==> src/rtl/rr_onehot_arbiter_pkg.sv <==
// rtl/rr_onehot_arbiter_pkg.sv - shared types for the round-robin one-hot arbiter
package rr_onehot_arbiter_pkg;

  typedef enum logic {
    ST_IDLE  = 1'b0,
    ST_OFFER = 1'b1
  } state_t;

  localparam int N_MIN = 2;
  localparam int N_MAX = 16;

endpackage

==> src/rtl/rr_onehot_arbiter_if.sv <==
// rtl/rr_onehot_arbiter_if.sv - request/grant bundle between requesters, arbiter and encoder
interface rr_onehot_arbiter_if #(
  parameter int N     = 4,
  parameter int IDX_W = $clog2(N)
);
  logic [N-1:0]     req;
  logic             clr;
  logic             gnt_ready;
  logic             gnt_valid;
  logic [N-1:0]     gnt_onehot;
  logic [IDX_W-1:0] gnt_idx;
  logic [N-1:0]     pend;
  logic             drop;

  modport master (
    output req, clr, gnt_ready,
    input  gnt_valid, gnt_onehot, gnt_idx, pend, drop
  );

  modport slave (
    input  req, clr, gnt_ready,
    output gnt_valid, gnt_onehot, gnt_idx, pend, drop
  );
endinterface

==> src/rtl/rr_onehot_arbiter_pick.sv <==
// rtl/rr_onehot_arbiter_pick.sv - combinational round-robin pick of one pending bit after ptr
module rr_pick
  import rr_onehot_arbiter_pkg::*;
#(
  parameter int N     = 4,
  parameter int IDX_W = $clog2(N)
) (
  input  logic [N-1:0]     pend,
  input  logic [IDX_W-1:0] ptr,
  output logic [N-1:0]     onehot,
  output logic [IDX_W-1:0] idx,
  output logic             any
);

  logic [N-1:0] rot;
  logic [N-1:0] lsb;
  int           shift;

  // Rotate so the line just after ptr sits at bit 0, take the lowest set bit, rotate back.
  always_comb begin
    shift  = (int'(ptr) == N - 1) ? 0 : int'(ptr) + 1;
    rot    = '0;
    onehot = '0;
    idx    = '0;
    for (int j = 0; j < N; j++) begin
      rot[IDX_W'(j)] = pend[IDX_W'((j + shift) % N)];
    end
    lsb = rot & (~rot + N'(1));
    for (int j = 0; j < N; j++) begin
      onehot[IDX_W'((j + shift) % N)] = lsb[IDX_W'(j)];
    end
    for (int j = 0; j < N; j++) begin
      if (onehot[IDX_W'(j)]) idx = IDX_W'(j);
    end
    any = |pend;
  end

endmodule

==> src/rtl/rr_onehot_arbiter.sv <==
// rtl/rr_onehot_arbiter.sv - sticky request capture with round-robin one-hot grant over valid/ready
module rr_onehot_arbiter
  import rr_onehot_arbiter_pkg::*;
#(
  parameter int N = 4
) (
  input  logic                 clk,
  input  logic                 rst_n,
  rr_onehot_arbiter_if.slave   bus
);

  localparam int IDX_W = $clog2(N);

  state_t           state;
  logic [N-1:0]     pend;
  logic [IDX_W-1:0] ptr;
  logic             gnt_valid;
  logic [N-1:0]     gnt_onehot;
  logic [IDX_W-1:0] gnt_idx;
  logic             drop;

  logic [N-1:0]     pick_onehot;
  logic [IDX_W-1:0] pick_idx;
  logic             pick_any;

  logic             accept;
  logic [N-1:0]     clear_vec;
  logic [N-1:0]     pend_next;
  logic             drop_next;

  rr_pick #(.N(N), .IDX_W(IDX_W)) u_pick (
    .pend   (pend),
    .ptr    (ptr),
    .onehot (pick_onehot),
    .idx    (pick_idx),
    .any    (pick_any)
  );

  // A new request on the line being accepted re-arms it rather than counting as lost.
  always_comb begin
    accept    = (state == ST_OFFER) && bus.gnt_ready;
    clear_vec = accept ? gnt_onehot : '0;
    pend_next = (pend & ~clear_vec) | bus.req;
    drop_next = |(bus.req & pend & ~clear_vec);
  end

  always_ff @(posedge clk or negedge rst_n) begin
    if (!rst_n) begin
      state      <= ST_IDLE;
      pend       <= '0;
      ptr        <= IDX_W'(N - 1);
      gnt_valid  <= 1'b0;
      gnt_onehot <= '0;
      gnt_idx    <= '0;
      drop       <= 1'b0;
    end else if (bus.clr) begin
      state      <= ST_IDLE;
      pend       <= '0;
      ptr        <= IDX_W'(N - 1);
      gnt_valid  <= 1'b0;
      gnt_onehot <= '0;
      gnt_idx    <= '0;
      drop       <= 1'b0;
    end else begin
      pend <= pend_next;
      drop <= drop_next;
      case (state)
        ST_IDLE: begin
          if (pick_any) begin
            gnt_onehot <= pick_onehot;
            gnt_idx    <= pick_idx;
            gnt_valid  <= 1'b1;
            state      <= ST_OFFER;
          end
        end
        ST_OFFER: begin
          if (bus.gnt_ready) begin
            ptr        <= gnt_idx;
            gnt_valid  <= 1'b0;
            gnt_onehot <= '0;
            gnt_idx    <= '0;
            state      <= ST_IDLE;
          end
        end
        default: state <= ST_IDLE;
      endcase
    end
  end

  assign bus.gnt_valid  = gnt_valid;
  assign bus.gnt_onehot = gnt_onehot;
  assign bus.gnt_idx    = gnt_idx;
  assign bus.pend       = pend;
  assign bus.drop       = drop;

endmodule

==> src/flat_wrapper.sv <==
// flat-port wrapper written by rule: the top's interface ports become plain ports
module rr_onehot_arbiter_flat import rr_onehot_arbiter_pkg::*;
#(
  parameter int N = 4
)
  (clk, rst_n, bus_req, bus_clr, bus_gnt_ready, bus_gnt_valid, bus_gnt_onehot, bus_gnt_idx, bus_pend, bus_drop);
  rr_onehot_arbiter_if #(.N(N)) bus_i ();
  input  logic clk;
  input  logic rst_n;
  input wire logic [$bits(bus_i.req)-1:0] bus_req;
  input wire logic [$bits(bus_i.clr)-1:0] bus_clr;
  input wire logic [$bits(bus_i.gnt_ready)-1:0] bus_gnt_ready;
  output wire logic [$bits(bus_i.gnt_valid)-1:0] bus_gnt_valid;
  output wire logic [$bits(bus_i.gnt_onehot)-1:0] bus_gnt_onehot;
  output wire logic [$bits(bus_i.gnt_idx)-1:0] bus_gnt_idx;
  output wire logic [$bits(bus_i.pend)-1:0] bus_pend;
  output wire logic [$bits(bus_i.drop)-1:0] bus_drop;
  assign bus_i.req = bus_req;
  assign bus_i.clr = bus_clr;
  assign bus_i.gnt_ready = bus_gnt_ready;
  assign bus_gnt_valid = bus_i.gnt_valid;
  assign bus_gnt_onehot = bus_i.gnt_onehot;
  assign bus_gnt_idx = bus_i.gnt_idx;
  assign bus_pend = bus_i.pend;
  assign bus_drop = bus_i.drop;
  rr_onehot_arbiter #(.N(N)) u_core (.clk(clk), .rst_n(rst_n), .bus(bus_i));
endmodule
==> config.mk <==
export PLATFORM = sky130hd
export DESIGN_NAME = rr_onehot_arbiter_flat
export DESIGN_NICKNAME = d
export VERILOG_FILES = /design/src/rtl/rr_onehot_arbiter_pkg.sv /design/src/rtl/rr_onehot_arbiter_if.sv /design/src/rtl/rr_onehot_arbiter_pick.sv /design/src/rtl/rr_onehot_arbiter.sv /design/src/flat_wrapper.sv
export SDC_FILE = /design/constraint.sdc
export NUM_CORES = 1
export LEC_CHECK = 0
export CAP_MARGIN = 0
export CORE_MARGIN = 2
export CORE_UTILIZATION = 30
export DETAILED_ROUTE_END_ITERATION = 16
export GPL_ROUTABILITY_DRIVEN = 0
export MAX_ROUTING_LAYER = met4
export PLACE_DENSITY = 0.61
export SETUP_SLACK_MARGIN = 0.4
export SYNTH_ARGS = -nofsm -noshare
export SYNTH_HDL_FRONTEND = slang
export SYNTH_SLANG_ARGS = --single-unit
==> constraint.sdc <==
create_clock -name clk -period 6.1 [get_ports clk]
set_clock_uncertainty 0.2 [all_clocks]
set_input_delay 1.22 -clock clk [delete_from_list [all_inputs] [get_ports clk]]
set_output_delay 1.22 -clock clk [all_outputs]
set_load 0.01 [all_outputs]
==> flow_metrics.env <==
export IMPL_critPathArrivalTime_ns=2.83
export IMPL_cellPowerDensity_nw_per_um2=184
export IMPL_cts_resized=0
export IMPL_ff2ff_path_depth=6
export IMPL_hold_viol_final=0
export IMPL_io_pins=20
export IMPL_outcome="completed"
export IMPL_syn_num_nets=120
export IMPL_syn_avg_cell_area_um2=9.42
export IMPL_drc=0
export IMPL_synthMuxAreaShare_pct=9.20
export IMPL_via_count=834
export IMPL_syn2layout_area_growth_pct=23.5
export IMPL_reg2reg_to="u_core.bus.gnt_onehot[2]"
export IMPL_grt_max_degree=17
export IMPL_nNetsFinal=138
export IMPL_core_area_um2=3080
export IMPL_die_area_um2=3740
export IMPL_p_switching_mw=0.0711
export IMPL_syn_inst=104
export IMPL_end_kind="register"
export IMPL_p_int_mw=0.151
export IMPL_dp_slack_ns=2.97
export IMPL_hp_start="u_core.ptr[1]"
export IMPL_syn_cell_area_um2=980
export IMPL_finalSetupViolCount=0
export IMPL_min_period_ns=2.83
export IMPL_initial_core_util_pct=31.8
export IMPL_yosysTopAreaCell="dfrtp_1"
export IMPL_cp_slowest_cell="clkdlybuf4s50_1"
export IMPL_port_buffers=18
export IMPL_synth_fa_ha_area_share_pct=10.2
export IMPL_root_buffer="clkbuf_4"
export IMPL_swShare_pct=32.0
export IMPL_final_setup_worst_slack_ns=3.27
export IMPL_hold_class="reg2reg"
export IMPL_grt_setup_unrepaired="false"
export IMPL_track_usage_pct=14.1
export IMPL_drt_total_wl_mm=2.21
export IMPL_num_rows=20
export IMPL_final_common_cell="clkdlybuf4s50_1"
export IMPL_clock_latency_ns=0.27
export IMPL_routedWlPerCell_um=13.4
export IMPL_start_kind="primary input"
export IMPL_ant_nets=0
export IMPL_slew_headroom_pct=60.0
export IMPL_drt_iter0_markers=13
export IMPL_grt_pass1_wl_mm=3.68
export IMPL_max_stage_delay_ns=0.67
export IMPL_yosys_warnings=0
export IMPL_r2r_start="u_core.ptr[0]"
export IMPL_vdd_ir_drop_worst_v=0.000168
export IMPL_synth_simple_area_share_pct=22.7
export IMPL_path_cells="clkdlybuf4s50_1, or4_1, nor2_1, nand3b_1, o211ai_1"
export IMPL_rrSetupSlack_ns=3.61
export IMPL_post_cts_setup_buffers=0
export IMPL_grt_pass1_vias=778
export IMPL_dp_hpwl_mm=1.69
export IMPL_synth_area_leaders="dfrtp_1 (28%), ha_1 (10%), dfstp_2 (5.4%), a21oi_1 (4.6%), nand3b_1 (3.8%)"
export IMPL_crit_end="u_core.bus.gnt_onehot[0]"
export IMPL_cp_required_ns=6.10
export IMPL_synth_top_family_by_area="simple AND/OR/NAND/NOR gates"
export IMPL_fmax_mhz=353
export IMPL_antenna_found_initial=0
export IMPL_crit_buf_inv=1
export IMPL_crit_cells=5
export IMPL_nFillCells=325
export IMPL_clk_pin_slew_ns=0.08
export IMPL_worst_slew_pin_slew_ns=0.594
export IMPL_ys_ff_latch=13
export IMPL_power_leakage_nw=0.479
export IMPL_clock_path_buffers=2
export IMPL_maxCapViolCount=0
export IMPL_synth_compound_area_share_pct=19.3
export IMPL_die_w_um=61.1
export IMPL_synth_cell_types=41
export IMPL_comb_power_share_pct=30.0
export IMPL_drive_gt1_share_pct=11.6
export IMPL_critPathTopFamily="simple AND/OR/NAND/NOR gates"
export IMPL_grt_overflow_total=0
export IMPL_yosysTopAreaCellShare_pct=28.1
export IMPL_htree_levels=1
export IMPL_cts_tree="yes"
export IMPL_p_seq_share_pct=46.4
export IMPL_clkPwrFrac_pct=23.7
export IMPL_ctsHoldBuffers=0
export IMPL_fin_area_um2=1210
export IMPL_path_class="in2reg"
export IMPL_cts_sinks=13
export IMPL_crit_start="bus_clr"
export IMPL_slew_viol_final=0
export IMPL_most_common_layout_cells="clkdlybuf4s50_1 (18), dfrtp_1 (11), a21oi_1 (9)"
export IMPL_placed_area_um2=1180
export IMPL_critPathMaxFanout=16
export IMPL_cts_buffers=3
export IMPL_tns_ns=0
export IMPL_dr_pass1_iters=4
export IMPL_period_share_pct=46.4
export IMPL_synth_xor_area_share_pct=0
export IMPL_synth_seq_area_share_pct=33.5
export IMPL_insertedDiodeCount=0
export IMPL_vias_per_cell=5.05
export IMPL_die_h_um=61.1
[through the flow]
step / total power, mW / cells / hold slack [ns] / util (%)
2_1_floorplan: 0.146 / 104 / 0.328 / -
5_1_grt: 0.237 / 165 / 0.393 / 39.3
6_report: 0.222 / 165 / 0.358 / 39.3
3_5_place_dp: 0.171 / 161 / 0.353 / 38.5
4_1_cts: 0.224 / 165 / 0.364 / 39.3
3_3_place_gp: 0.170 / 161 / 0.350 / 38.5
[per-layer routing]
metal	vias to the layer above	part of all wire, %	global-route usage, %
met2	21	46	20.8
met1	400	50	19.1
met4	0	0	2.80
met5	-	0	-
met3	0	4.1	4.41
li1	413	-	-
[sequential cells by signal, summed over array words and instances, names as in the netlist]
register / count
u_core.bus.drop: 1
u_core.bus.gnt_onehot: 4
u_core.bus.gnt_valid: 1
u_core.bus.pend: 4
u_core.ptr: 2
u_core.state: 1
[cell usage after synthesis]
library cell / count
inv_1: 4
or3b_2: 1
a2111oi_2: 1
a21oi_1: 9
o21ai_0: 5
or4_4: 1
mux2_4: 1
nand2b_1: 3
nor2_2: 1
o21bai_1: 1
nor3_1: 1
nand2_1: 8
nand3_1: 3
clkbuf_1: 1
and3_1: 1
mux2i_1: 3
mux2i_4: 1
a31oi_1: 3
nand4_1: 2
dfstp_2: 2
o31ai_1: 1
dfrtp_1: 11
buf_4: 3
o211ai_2: 1
nand3b_1: 5
o211ai_1: 1
nor2b_1: 1
conb_1: 1
and2_1: 1
ha_1: 8
buf_2: 1
or4_1: 1
nor4_1: 1
a32oi_1: 2
mux4_2: 1
nor2_1: 7
a2bb2oi_1: 1
and2_0: 1
a21o_1: 1
or3_1: 2
o41ai_2: 1
[area by class of cell]
type                       instances  area [um^2]  area share, %
multi-input combinational         82          606           50.1
sequential                        13          328           27.1
timing repair buffer              18          180           14.9
tap                               44         55.1           4.55
clock buffer                       4         26.3           2.17
inverter                           4         15.0           1.24
[power groups by stage]
stage | Clock, mW | Combinational (mW) | Sequential, mW
after global placement | 0 | 0.0655 | 0.104
after floorplan | 0 | 0.0421 | 0.104
after detailed placement | 0 | 0.0663 | 0.105
after global routing | 0.0593 | 0.0736 | 0.104
after CTS | 0.0544 | 0.0668 | 0.103
final | 0.0526 | 0.0666 | 0.103
[worst min path at each step]
| stage | slack (ns) | endpoint | cells past startpoint |
|---|---|---|---|
| after CTS | 0.36 | u_core.ptr[1] | 1 |
| after global placement | 0.35 | u_core.ptr[1] | 1 |
| final | 0.36 | u_core.ptr[1] | 1 |
| after floorplan | 0.33 | u_core.ptr[1] | 1 |
| after detailed placement | 0.35 | u_core.ptr[1] | 1 |
| after global routing | 0.39 | u_core.ptr[1] | 1 |
[cell families after synthesis]
family,count (synthesis)
simple gates,40
compound gates,27
buf+inv,9
fa+ha+maj,8
flops,13
other cells,1
mux,6
No activity file was read; power rests on OpenSTA's default activity.
